--- src/rtl/mips_cpu_bus_pkg.sv ---
// Shared types and default widths for the MIPS CPU memory-bus arbiter.
package mips_cpu_bus_pkg;

   localparam int unsigned ADDR_W = 32;
   localparam int unsigned DATA_W = 32;

   typedef enum logic [1:0] {
      IDLE  = 2'd0,
      GNT_I = 2'd1,
      GNT_D = 2'd2
   } arb_state_t;

   typedef enum logic {
      PORT_I = 1'b0,
      PORT_D = 1'b1
   } port_t;

   // The port that should win a tie when p was granted last.
   function automatic port_t other_port(input port_t p);
      return (p == PORT_I) ? PORT_D : PORT_I;
   endfunction

endpackage

--- src/rtl/mips_cpu_arb_pick.sv ---
// Combinational winner selection from the two request lines and the last-granted port.
module mips_cpu_arb_pick
   import mips_cpu_bus_pkg::*;
(
   input  logic i_req,
   input  logic d_req,
   input  logic last_gnt,
   output logic any_req,
   output logic winner
);

   always_comb begin
      any_req = i_req | d_req;
      winner  = 1'(PORT_D);
      if (i_req && d_req) begin
         winner = 1'(other_port(port_t'(last_gnt)));
      end else if (i_req) begin
         winner = 1'(PORT_I);
      end
   end

endmodule

--- src/rtl/mips_cpu_bus_arbiter.sv ---
// Two-port (fetch / data) to single memory-bus arbiter.
// Define ARB_RR_EN for round-robin tie breaking; otherwise the data port always wins ties.
module mips_cpu_bus_arbiter #(
   parameter int unsigned ADDR_W = mips_cpu_bus_pkg::ADDR_W,
   parameter int unsigned DATA_W = mips_cpu_bus_pkg::DATA_W
) (
   input  logic                clk,
   input  logic                rst_n,

   input  logic                i_read,
   input  logic [ADDR_W-1:0]   i_address,
   output logic                i_waitrequest,
   output logic [DATA_W-1:0]   i_readdata,

   input  logic                d_read,
   input  logic                d_write,
   input  logic [DATA_W/8-1:0] d_byteenable,
   input  logic [ADDR_W-1:0]   d_address,
   input  logic [DATA_W-1:0]   d_writedata,
   output logic                d_waitrequest,
   output logic [DATA_W-1:0]   d_readdata,

   output logic                m_read,
   output logic                m_write,
   output logic [DATA_W/8-1:0] m_byteenable,
   output logic [ADDR_W-1:0]   m_address,
   output logic [DATA_W-1:0]   m_writedata,
   input  logic                m_waitrequest,
   input  logic [DATA_W-1:0]   m_readdata
);

   import mips_cpu_bus_pkg::*;

   localparam int unsigned BE_W = DATA_W / 8;

   arb_state_t state;
   logic       last_gnt;
   logic       any_req;
   logic       winner;
   logic       done;

   // A grant ends in the cycle the memory bus stops stalling.
   assign done = (state != IDLE) && !m_waitrequest;

   mips_cpu_arb_pick u_pick (
      .i_req    (i_read),
      .d_req    (d_read | d_write),
      .last_gnt (last_gnt),
      .any_req  (any_req),
      .winner   (winner)
   );

`ifdef ARB_RR_EN
   // Starts at the data port so the fetch port takes the first tie.
   always_ff @(posedge clk or negedge rst_n) begin
      if (!rst_n) begin
         last_gnt <= 1'(PORT_D);
      end else if (done) begin
         last_gnt <= (state == GNT_I) ? 1'(PORT_I) : 1'(PORT_D);
      end
   end
`else
   // Pretending the fetch port always went last hands every tie to the data port.
   assign last_gnt = 1'(PORT_I);
`endif

   // Grant FSM; a grant is held until completion even if the request drops.
   always_ff @(posedge clk or negedge rst_n) begin
      if (!rst_n) begin
         state <= IDLE;
      end else begin
         case (state)
            IDLE: begin
               if (any_req) begin
                  state <= (winner == 1'(PORT_D)) ? GNT_D : GNT_I;
               end
            end
            GNT_I, GNT_D: begin
               if (!m_waitrequest) begin
                  state <= IDLE;
               end
            end
            default: state <= IDLE;
         endcase
      end
   end

   // Bus steering and stall generation from the current grant.
   always_comb begin
      m_read        = 1'b0;
      m_write       = 1'b0;
      m_byteenable  = '0;
      m_address     = '0;
      m_writedata   = '0;
      i_waitrequest = 1'b1;
      d_waitrequest = 1'b1;
      case (state)
         GNT_I: begin
            m_read        = 1'b1;
            m_byteenable  = {BE_W{1'b1}};
            m_address     = i_address;
            i_waitrequest = m_waitrequest;
         end
         GNT_D: begin
            // A simultaneous read and write is treated as a write.
            m_write       = d_write;
            m_read        = d_read & ~d_write;
            m_byteenable  = d_byteenable;
            m_address     = d_address;
            m_writedata   = d_writedata;
            d_waitrequest = m_waitrequest;
         end
         default: begin
         end
      endcase
   end

   assign i_readdata = m_readdata;
   assign d_readdata = m_readdata;

endmodule

--- config.mk ---
export PLATFORM = sky130hd
export DESIGN_NAME = mips_cpu_bus_arbiter
export DESIGN_NICKNAME = d
export VERILOG_FILES = /design/src/rtl/mips_cpu_bus_pkg.sv /design/src/rtl/mips_cpu_arb_pick.sv /design/src/rtl/mips_cpu_bus_arbiter.sv
export SDC_FILE = /design/constraint.sdc
export NUM_CORES = 1
export LEC_CHECK = 0
export ABC_AREA = 1
export CAP_MARGIN = 20
export CORE_AREA = 4 4 104 106
export CTS_CLUSTER_SIZE = 8
export DETAILED_ROUTE_END_ITERATION = 16
export DIE_AREA = 0 0 108 110
export DONT_BUFFER_PORTS = 1
export SYNTH_ARGS = -nofsm -noshare
export SYNTH_HDL_FRONTEND = slang
export SYNTH_SLANG_ARGS = --single-unit
--- constraint.sdc ---
create_clock -name clk -period 1.66 [get_ports clk]
set_clock_uncertainty 0.1 [all_clocks]
set_input_delay 0.498 -clock clk [delete_from_list [all_inputs] [get_ports clk]]
set_output_delay 0.498 -clock clk [all_outputs]
set_load 0.02 [all_outputs]
# --- After elaboration in Yosys (flattened, before gate mapping) ---
# Cells that the tools add are included.
classes:
  mux: 13
  n_reduce_logical: 4
  n_bitwise: 4
  n_eq_ne: 4
ops:
  columns: ["cell", "count"]
  rows:
  - ["32-bit one-hot mux with 2 select lines", 1]
  - ["32-bit two-way mux", 1]
  - ["4-bit one-hot mux with 2 select lines", 1]
  - ["2-bit two-way mux", 3]
  - ["1-bit two-way mux", 5]
  - ["2-bit != test, second input constant", 2]
  - ["2-bit one-hot mux with 2 select lines", 1]
  - ["2-bit by 1-bit equality test with 1-bit output, second input constant", 1]
  - ["2-bit equality test, second input constant", 1]
  - ["2-bit logical NOT", 1]
  - ["1-bit bitwise OR", 2]
  - ["1-bit one-hot mux with 2 select lines", 1]
  - ["2-bit AND reduction", 1]
  - ["2-bit OR reduction", 1]
  - ["1-bit AND", 1]
  - ["1-bit logical AND", 1]
  - ["1-bit inverter", 1]
totals:
  out_inout_bits: 136
  word_cells: 26
  in_bits: 138
  register_bits: 2

# --- Longest topological paths before layout ---
logic_depth:
  word_depth: 6
  mapped_depth: 8
  depth_no_buf: 8

# --- Cells and area by module ---
# A second synthesis with hierarchy kept.
hier_totals:
  hier_cells: 281
  hier_area_um2: 1481.4
by_module_without_submodules:
  columns: ["mod", "area_each_um2", "instances", "cells_each", "seq_area_each_um2"]
  rows:
  - ["mips_cpu_bus_arbiter", 1463.9, 1, 277, 50.0]
  - ["mips_cpu_arb_pick", 17.5, 1, 4, 0.0]

# --- Worst setup path before layout ---
# No wires, ideal clock.
synth_timing:
  path_type: "flip-flop to output port"
  start: "register state[1]"
  end: "output m_address[0]"
  path_slack_ns: -0.235
  n_path_buf: 1
  path_stages_with_launch: 6
  arrival_ns: 1.297
  required_ns: 1.062
  path_cell_list: "dfrtp_1 > inv_1 > ha_1 > inv_2 > buf_2 > a21oi_1"
synth_between:
  elab_chain_cells: 2
  word_cells_on_any_way: 3
  cone_classes: "eq/ne: 2; mux: 1"
synth_lines:
  columns: ["element", "line_no", "text"]
  rows:
  - ["start, declared", "mips_cpu_bus_arbiter.sv:36", "arb_state_t state;"]
  - ["start signal, assigned", "mips_cpu_bus_arbiter.sv:75", "state <= (winner == 1'(PORT_D)) ? GNT_D : GNT_I;"]
  - ["2-bit equality test or 2-bit by 1-bit equality test with 1-bit output (tied branches)", "mips_cpu_bus_arbiter.sv:97", "case (state)"]
  - ["32-bit one-hot mux with 2 select lines *", "mips_cpu_bus_arbiter.sv:97", null]
  - ["end, declared", "mips_cpu_bus_arbiter.sv:26", "output logic [ADDR_W-1:0] m_address,"]
# Mark *: on every way between the ends. The rest lies on a longest branch, timed or not.

# --- Worst setup path in the final report ---
layout_timing:
  start: "register state[1]"
  end: "output m_address[30]"
# The elaborated chain is that of the path after synthesis.

==> results by group <==
Logic synthesis
  – Post-synthesis cell count: 276
  – Area of the mapped netlist: 1470 um2
  – Largest family of logic cells by synthesized area: buffers and inverters
  – Register area share after synthesis: 0.0341
  – Mux contribution to synthesized area: 0
  – Post-Synth Adder-Cell Area: 0.0341
  – Compound-gate portion of the synthesized area: 0.126
  – Simple-gate share of the synthesized area: 0.301
  – Library cells used by synthesis: 12
  – Syn. warnings: 0
  – Syn nets: 418
  – Average size of a mapped cell: around 5.3 um2
  – Register bit total from synthesis: 2
  – Synth Area in XOR/XNOR: 0

Global route
  – Vias in the first global route: 1316
  – First-pass GRT wire length: 7710 um
  – GRT Overall Usage: 0.0843
  – Initial antenna violation count: 0
  – GRT overflow: 0
  – Largest net degree at the start of global routing: 28

STA
  – Worst-margin pin slew: 0.222 ns
  – Max-slew violation count: 0
  – Min cycle time layout: 2.06 ns
  – Setup violators final: 72
  – Final worst setup slack: -0.400 ns
  – Fmax: 0.485 GHz
  – Fin crit share: 1.24
  – Fin. Hold Viols: 0
  – Setup_tns: -23.68 ns
  – Slew HR: 0.852
  – RSZ-0062 raised after global routing: true

Die
  – Rows: 36
  – Die Area: ~12000 um2
  – Starting Density: 0.150
  – Die X: around 110 um
  – Core outline area: 9770 um2
  – Die Y: between 100 and 150 um
  – Top Ports: 274

Cells and area
  – Commonest non-fill, non-tap cell in the layout: nand2_1
  – Max FFs per register: 2
  – Post-route cell area: 2540 um2
  – Top flop regs: state (2)
  – Fillcell total: 1040
  – Utilization after layout: 0.260
  – Commonest non-fill, non-tap cells in the layout: 59 x nand2_1, 37 x a21oi_4, 35 x nand2_4
  – Area Overhead vs Synth: 72.9%
  – NumNets Final: 379
  – Layout cells sized above 1: 0.711
  – Finished Layout Cells: 368
  – # diodes: 0
  – Top reg by flops: state

Worst setup path
  – Crit start category: flop
  – Maximum fanout along the worst path: 14
  – CP endpoint kind: output port
  – R2R setup slack: 0.41 ns
  – Critical path type: flop to output port
  – Top delay family on crit path: flip-flops
  – WP buf/inv: 2
  – Capturing point of the worst reg2reg path: state[1]
  – WP data required: approximately 1.1 ns
  – Critical-path cell list: inv_4 -> ha_4 -> buf_12 -> nand2_1 -> a21oi_4
  – Critical path arrival: 1.46 ns
  – Worst R2R Start: state[1]
  – Worst Reg-to-Reg Cells: 6
  – Slowest stage delay, CP: 0.44 ns
  – Worst path slowest cell: dfrtp_2

Route
  – DR pass1 iterations: 4
  – Vias: ~1500
  – Initial DRC count: 48
  – Total routed wirelength: 7240 um
  – # DRC: 0
  – Post-route ant nets: 0
  – DR WL/cell: around 20 um
  – Via-to-Cell Ratio: 4.06

Hold path
  – Min-Delay Path Class: input pin to flop
  – Hold_sp: i_read
  – Worst min-delay path endpoint: state[0]
  – Hold path cells: 2

Placed design
  – Placed Instances: between 300 and 400
  – Port Buffers: 0
  – GPL Wtd Cong: roughly 0.58
  – DPL Wire Length: ~5200 um
  – Cell Area, Placed: roughly 1700 um2
  – Post-place setup slack: -0.207 ns

Clocking
  – Clock buffer count from CTS: 3
  – H-tree levels: 1
  – Clk sinks: 2
  – Worst-Skew Late Latency: between 0.2 and 0.25 ns
  – Clk pin slew, worst setup/hold paths: approximately 0.03 ns
  – CTS tree: done
  – CTS Buffer Depth: 2
  – Root Driver: clkbuf_8

Pwr
  – Worst vdd ir: 931 uV
  – Static leakage: 1.05 nW
  – PD cells: between 1500 and 2000 nW/um2

Run
  – Max_cap viols: 0

Outcome
  – Failing checks: negative setup slack
  – Status: finished with violations
report_power, final:
part	leakage, nW	internal (mW)	switching (mW)
combinational	1.01	1.98	2.74
sequential	0.0247	0.0679	0.0279
clock	0.0216	0.153	0.0366
repair_timing:
action | in CTS | in global routing
endpoints found under the setup margin | 72 | 72
endpoints found under the hold margin | 2 | 0
hold buffers | 1 | 0
pin swaps | 13 | 27
setup buffers | 3 | 7
gates resized for setup | 41 | 131
gates cloned | 3 | 7
metrics by stage:
stage	hold slack [ns]	total power, mW
after detailed placement	0.103	3.02
after global placement	0.103	2.97
after CTS	0.348	3.77
after floorplan	0.102	2.90
final	0.347	5.00
after global routing	0.364	5.33
layer usage:
metal,up-vias,track usage,share of wire
met5,-,0,0
met1,672,0.0782,0.30
met3,4,0.0408,0.13
met2,140,0.172,0.57
li1,679,-,-
met4,0,0.00541,0.0029
layout make-up:
class / instances / area [um2] / area share
Multi-Input combinational cell: 157 / 1450 / 0.570
Inverter: 39 / 243 / 0.0956
Sequential cell: 2 / 51.3 / 0.0202
Timing Repair Buffer: 34 / 589 / 0.232
Tap cell: 133 / 166 / 0.0655
Clock buffer: 3 / 41.3 / 0.0163
synthesized netlist by cell type:
cell | number | area [um2]
nand2_1 | 111 | 417
buf_4 | 67 | 503
inv_1 | 38 | 143
a21oi_1 | 37 | 185
buf_6 | 6 | 67.6
buf_2 | 5 | 25.0
ha_1 | 4 | 50.1
nor2_1 | 3 | 11.3
dfrtp_1 | 2 | 50.1
inv_2 | 1 | 3.75
nand3b_1 | 1 | 7.51
nand4_1 | 1 | 6.26
worst reg2reg max path, delay by kind of cell (launching register included):
family                     cells  cell delay (ns)
DFF                            1             0.44
buffers and inverters          1             0.09
and+or+nand+nor                4             0.28
adders and majority gates      1             0.22
how the worst max path moves through the flow:
stage	start	endpoint	slack, ns	depth (start not counted)
after floorplan	state[1]	m_byteenable[0]	-0.12	5
after global routing	state[1]	m_address[19]	-0.46	5
final	state[1]	m_address[30]	-0.40	5
after CTS	state[1]	m_address[30]	-0.41	5
after global placement	state[0]	m_write	-0.20	6
after detailed placement	state[0]	m_write	-0.21	6
logic make-up (layout without fill, tap and decap cells):
| group | after synthesis | count (layout) |
|---|---|---|
| fa+ha+maj | 4 | 4 |
| buf+inv | 117 | 76 |
| simple gates | 116 | 116 |
| compound gates | 37 | 37 |
| flops | 2 | 2 |
(Power assumes the default switching activity.)
==> patch 1, RTL diff (config.mk and constraints unchanged) <==
Add a define of `ARB_RR_EN`.
--- a/src/rtl/mips_cpu_bus_arbiter.sv
+++ b/src/rtl/mips_cpu_bus_arbiter.sv
@@ -2,2 +2,4 @@
 // Define ARB_RR_EN for round-robin tie breaking; otherwise the data port always wins ties.
+`define ARB_RR_EN
+
 module mips_cpu_bus_arbiter #(
Check against the original RTL: not equivalent (a bounded check fails within 4 cycles, from zero or initial values and one cycle with rst_n low).
==> patch 1 against the unedited design <==
The run still ends with negative setup slack left; count of clock-buffer cells in the layout is 1 higher; global-route usage is 1.4 points lower; total power is 15% lower; worst setup slack worse by 0.034 ns; sequential cell count is 1 higher; wire length is 11% lower; critical path depth stayed put; first-iteration DRC count is 6.3% lower; cell area is 15% lower; synthesized cell count is 1.8% higher; highest routed layer unchanged; critical path type unchanged; synthesized area is 2.3% higher; clock power is 12% higher; largest power group unchanged.
==> patch 1: results <==
group,metric,value,unit
status,status,"finished with violations",
status,violations,"negative setup slack",
sta,worst_slack,-0.4343,ns
route,wl,6463,um
place,dpl_worst_slack,-0.2779,ns
logic_synthesis,syn-num-nets,423,
global_routing,grt_max_degree,38,
global_routing,grt_pass1_wl,6693,um
route,viasPerCell,4.033,
sta,whs,0.02579,ns
worst_setup_path,slowest_stage,"dfrtp_1",
cells_and_area,nNetsFinal,377,
global_routing,grt_pass1_vias,1212,
power_and_ir_drop,vdd_drop_max,1.794,mV
route,drt_iter0_markers,45,
cells_and_area,fillerInstances,1073,
sta,setup_violations,72,
route,avgRoutedWirePerCell,17.61,um
worst_setup_path,endpoint,"m_address[5]",
global_routing,track_usage,7.031,%
min_path,min_path_type,"in2async",
cells_and_area,reg_top3,"state (2), last_gnt (1)",
logic_synthesis,synthTopCellsByCount,"nand2_1, buf_4, inv_1, a21oi_1, buf_2",
route,drt_pass1_iterations,5,
place,dp_hpwl,4532,um
worst_setup_path,r2r_start,"state[0]",
logic_synthesis,ys_seq_area_share,5.079,%
worst_setup_path,cp_max_fo,37,
logic_synthesis,synth_cell_types,15,
sta,tns,-27.18,ns
sta,max-slew-margin-rel,75.73,%
cells_and_area,drive_gt1_share,57.69,%
## patch 1: worst reg2reg max path, cell delays in order, from the launching register on
cell and delay [ns]:
dfrtp_1 0.34, inv_2 0.09, buf_12 0.13, ha_4 0.32
nand2_1 0.08, nand3_1 0.11, inv_1 0.05, nand2_1 0.05
nand2_1 0.05
## patch 1: layout make-up
| type | count | area (sq um) | area share [%] |
|---|---|---|---|
| sequential | 3 | 77.57 | 3.573 |
| inverter | 40 | 197.7 | 9.107 |
| clock buffer | 4 | 45.04 | 2.075 |
| tap | 133 | 166.4 | 7.666 |
| multi-input combinational | 160 | 1264 | 58.21 |
| timing repair buffer | 27 | 420.4 | 19.37 |
## patch 1: timing repair
item | 4_1_cts | 5_1_grt
gates cloned | 0 | 10
hold buffers | 1 | 0
resized for setup | 30 | 47
hold endpoints to repair | 2 | 0
endpoints found under the setup margin | 72 | 72
setup buffers | 1 | 5
pin swaps | 4 | 12
## patch 1: cells by family (layout without fill, tap and decap cells)
| kind of cell | after synthesis | after routing | share of synthesized area (%) |
|---|---|---|---|
| buffers and inverters | 118 | 71 | 48.87 |
| DFF | 3 | 3 | 5.080 |
| AOI/OAI and AO/OA | 40 | 40 | 13.32 |
| adders and majority gates | 4 | 4 | 3.331 |
| and+or+nand+nor | 116 | 116 | 29.39 |
## patch 1: per-layer routing
metal  global-route usage (%)  up-vias  share of wire (%)
li1                         -      680                  -
met1                    8.708      681                 37
met2                    11.19       98                 52
met3                    1.747       21                8.4
met4                    3.877        0                3.0
met5                        0        -                  0
## patch 1: power breakdown
group,leakage (nW),switching (W),internal (W)
registers,0.0350,0.0000298,0.000106
logic,0.774,0.00251,0.00138
clock network,0.0228,0.0000482,0.000164
total,0.832,0.00259,0.00165
==> patch 2, RTL diff (same flow settings) <==
Without the edit above. Encoding of `arb_state_t`: now one-hot (3 bits for 3 states).
--- a/src/rtl/mips_cpu_bus_pkg.sv
+++ b/src/rtl/mips_cpu_bus_pkg.sv
@@ -6,6 +6,6 @@
 
-   typedef enum logic [1:0] {
-      IDLE  = 2'd0,
-      GNT_I = 2'd1,
-      GNT_D = 2'd2
+   typedef enum logic [2:0] {
+      IDLE  = 3'b001,
+      GNT_I = 3'b010,
+      GNT_D = 3'b100
    } arb_state_t;
Check against the original RTL: no difference found for any inputs over 10 cycles, from zero or initial values and one cycle with rst_n low; not proved beyond that.
==> patch 2 against the unedited design <==
The flow still finishes with violations (negative setup slack); final cell count grew 6.0%; count of clock-buffer cells in the layout is 1 higher; worst setup slack improved by 0.14 ns; sequential cell count is 1 higher; cell area shrank 30%; wire length fell by 17%; critical path depth up 1; die area stayed put; synthesized area fell by 4.4%; non-clock buffer count up 19; largest cell class unchanged; highest routed layer unchanged.
Power is not compared: it rests on default switching activity, and its combinational part moved more than twofold at a synthesized area within 25%.
==> patch 2: results <==
group,metric,value,unit
global_routing,track_usage,6.256,%
cells_and_area,clock_area_share,2.535,%
status,status,"finished with violations",
cells_and_area,final_area,1777,sq um
place,placed_area,1455,sq um
route,wl_met1,1902,um
cells_and_area,multi_input_area_share,44.44,%
logic_synthesis,synth_area_leaders,"buf_4, nand2_1, inv_1",
logic_synthesis,synth.avg_cell_area,5.142,sq um
cells_and_area,seq_cell_count,3,
place,place_inst,377,
cells_and_area,clkbuf_count,4,
global_routing,grt_pass1_vias,1211,
cells_and_area,nonClkBufAreaFrac,30.35,%
sta,tns,-16.90,ns
worst_setup_path,cp.arrival,1.32,ns
global_routing,grt.met2_usage,12.39,%
cells_and_area,nNetsFinal,396,
sta,worst_slack,-0.2595,ns
worst_setup_path,r2r_start,"state[0]",
cells_and_area,fillerInstances,1086,
cells_and_area,drive_gt1_share,45.91,%
logic_synthesis,synth_compound_area_share,0.7130,%
power_and_ir_drop,power.total,0.002196,W
worst_setup_path,rr_endpoint,"state[2]",
global_routing,use_met1,5.404,%
status,violations,"negative setup slack",
route,wl,5991,um
place,place.gp.congestion,0.7753,
sta,whs,0.03229,ns
logic_synthesis,synthTopCellsByCount,"nand2_1, buf_4, inv_1, nor2_1, buf_6",
cells_and_area,reg_top3,"state (3)",
logic_synthesis,ys_seq_area_share,5.437,%
logic_synthesis,synth_adder_area_share,0,%
worst_setup_path,cp_max_fo,16,
route,drt_iter0_markers,52,
route,dr_wl_met2,3268,um
global_routing,grt_max_degree,38,
logic_synthesis,synth_cell_types,17,
route,wl_met3,531,um
sta,setup_violations,72,
worst_setup_path,rrSetupSlack,0.25,ns
[patch 2: changes by cell type after synthesis, sizes merged, moves of 3 or more]
cell / before / now
a21oi: 37 / 0
nor2: 3 / 35
buf: 78 / 73
ha: 4 / 0
nand2: 111 / 114
[patch 2: worst max path at each step]
| stage | from | to | slack, ns | depth (start not counted) |
|---|---|---|---|---|
| after floorplan | state[1] | m_writedata[10] | -0.03 | 4 |
| after global placement | state[1] | m_address[22] | -0.04 | 6 |
| after detailed placement | state[1] | m_address[22] | -0.06 | 6 |
| after CTS | state[1] | m_address[2] | -0.27 | 6 |
| after global routing | state[1] | m_address[7] | -0.34 | 6 |
| final | state[0] | m_address[14] | -0.26 | 6 |
[patch 2: critical path, cell delays in order (launching register included)]
cell and delay, ns:
dfstp_2 0.52, inv_1 0.06, nand3_2 0.09, inv_4 0.06, clkbuf_16 0.17, nand2_1 0.09
nand2_2 0.10
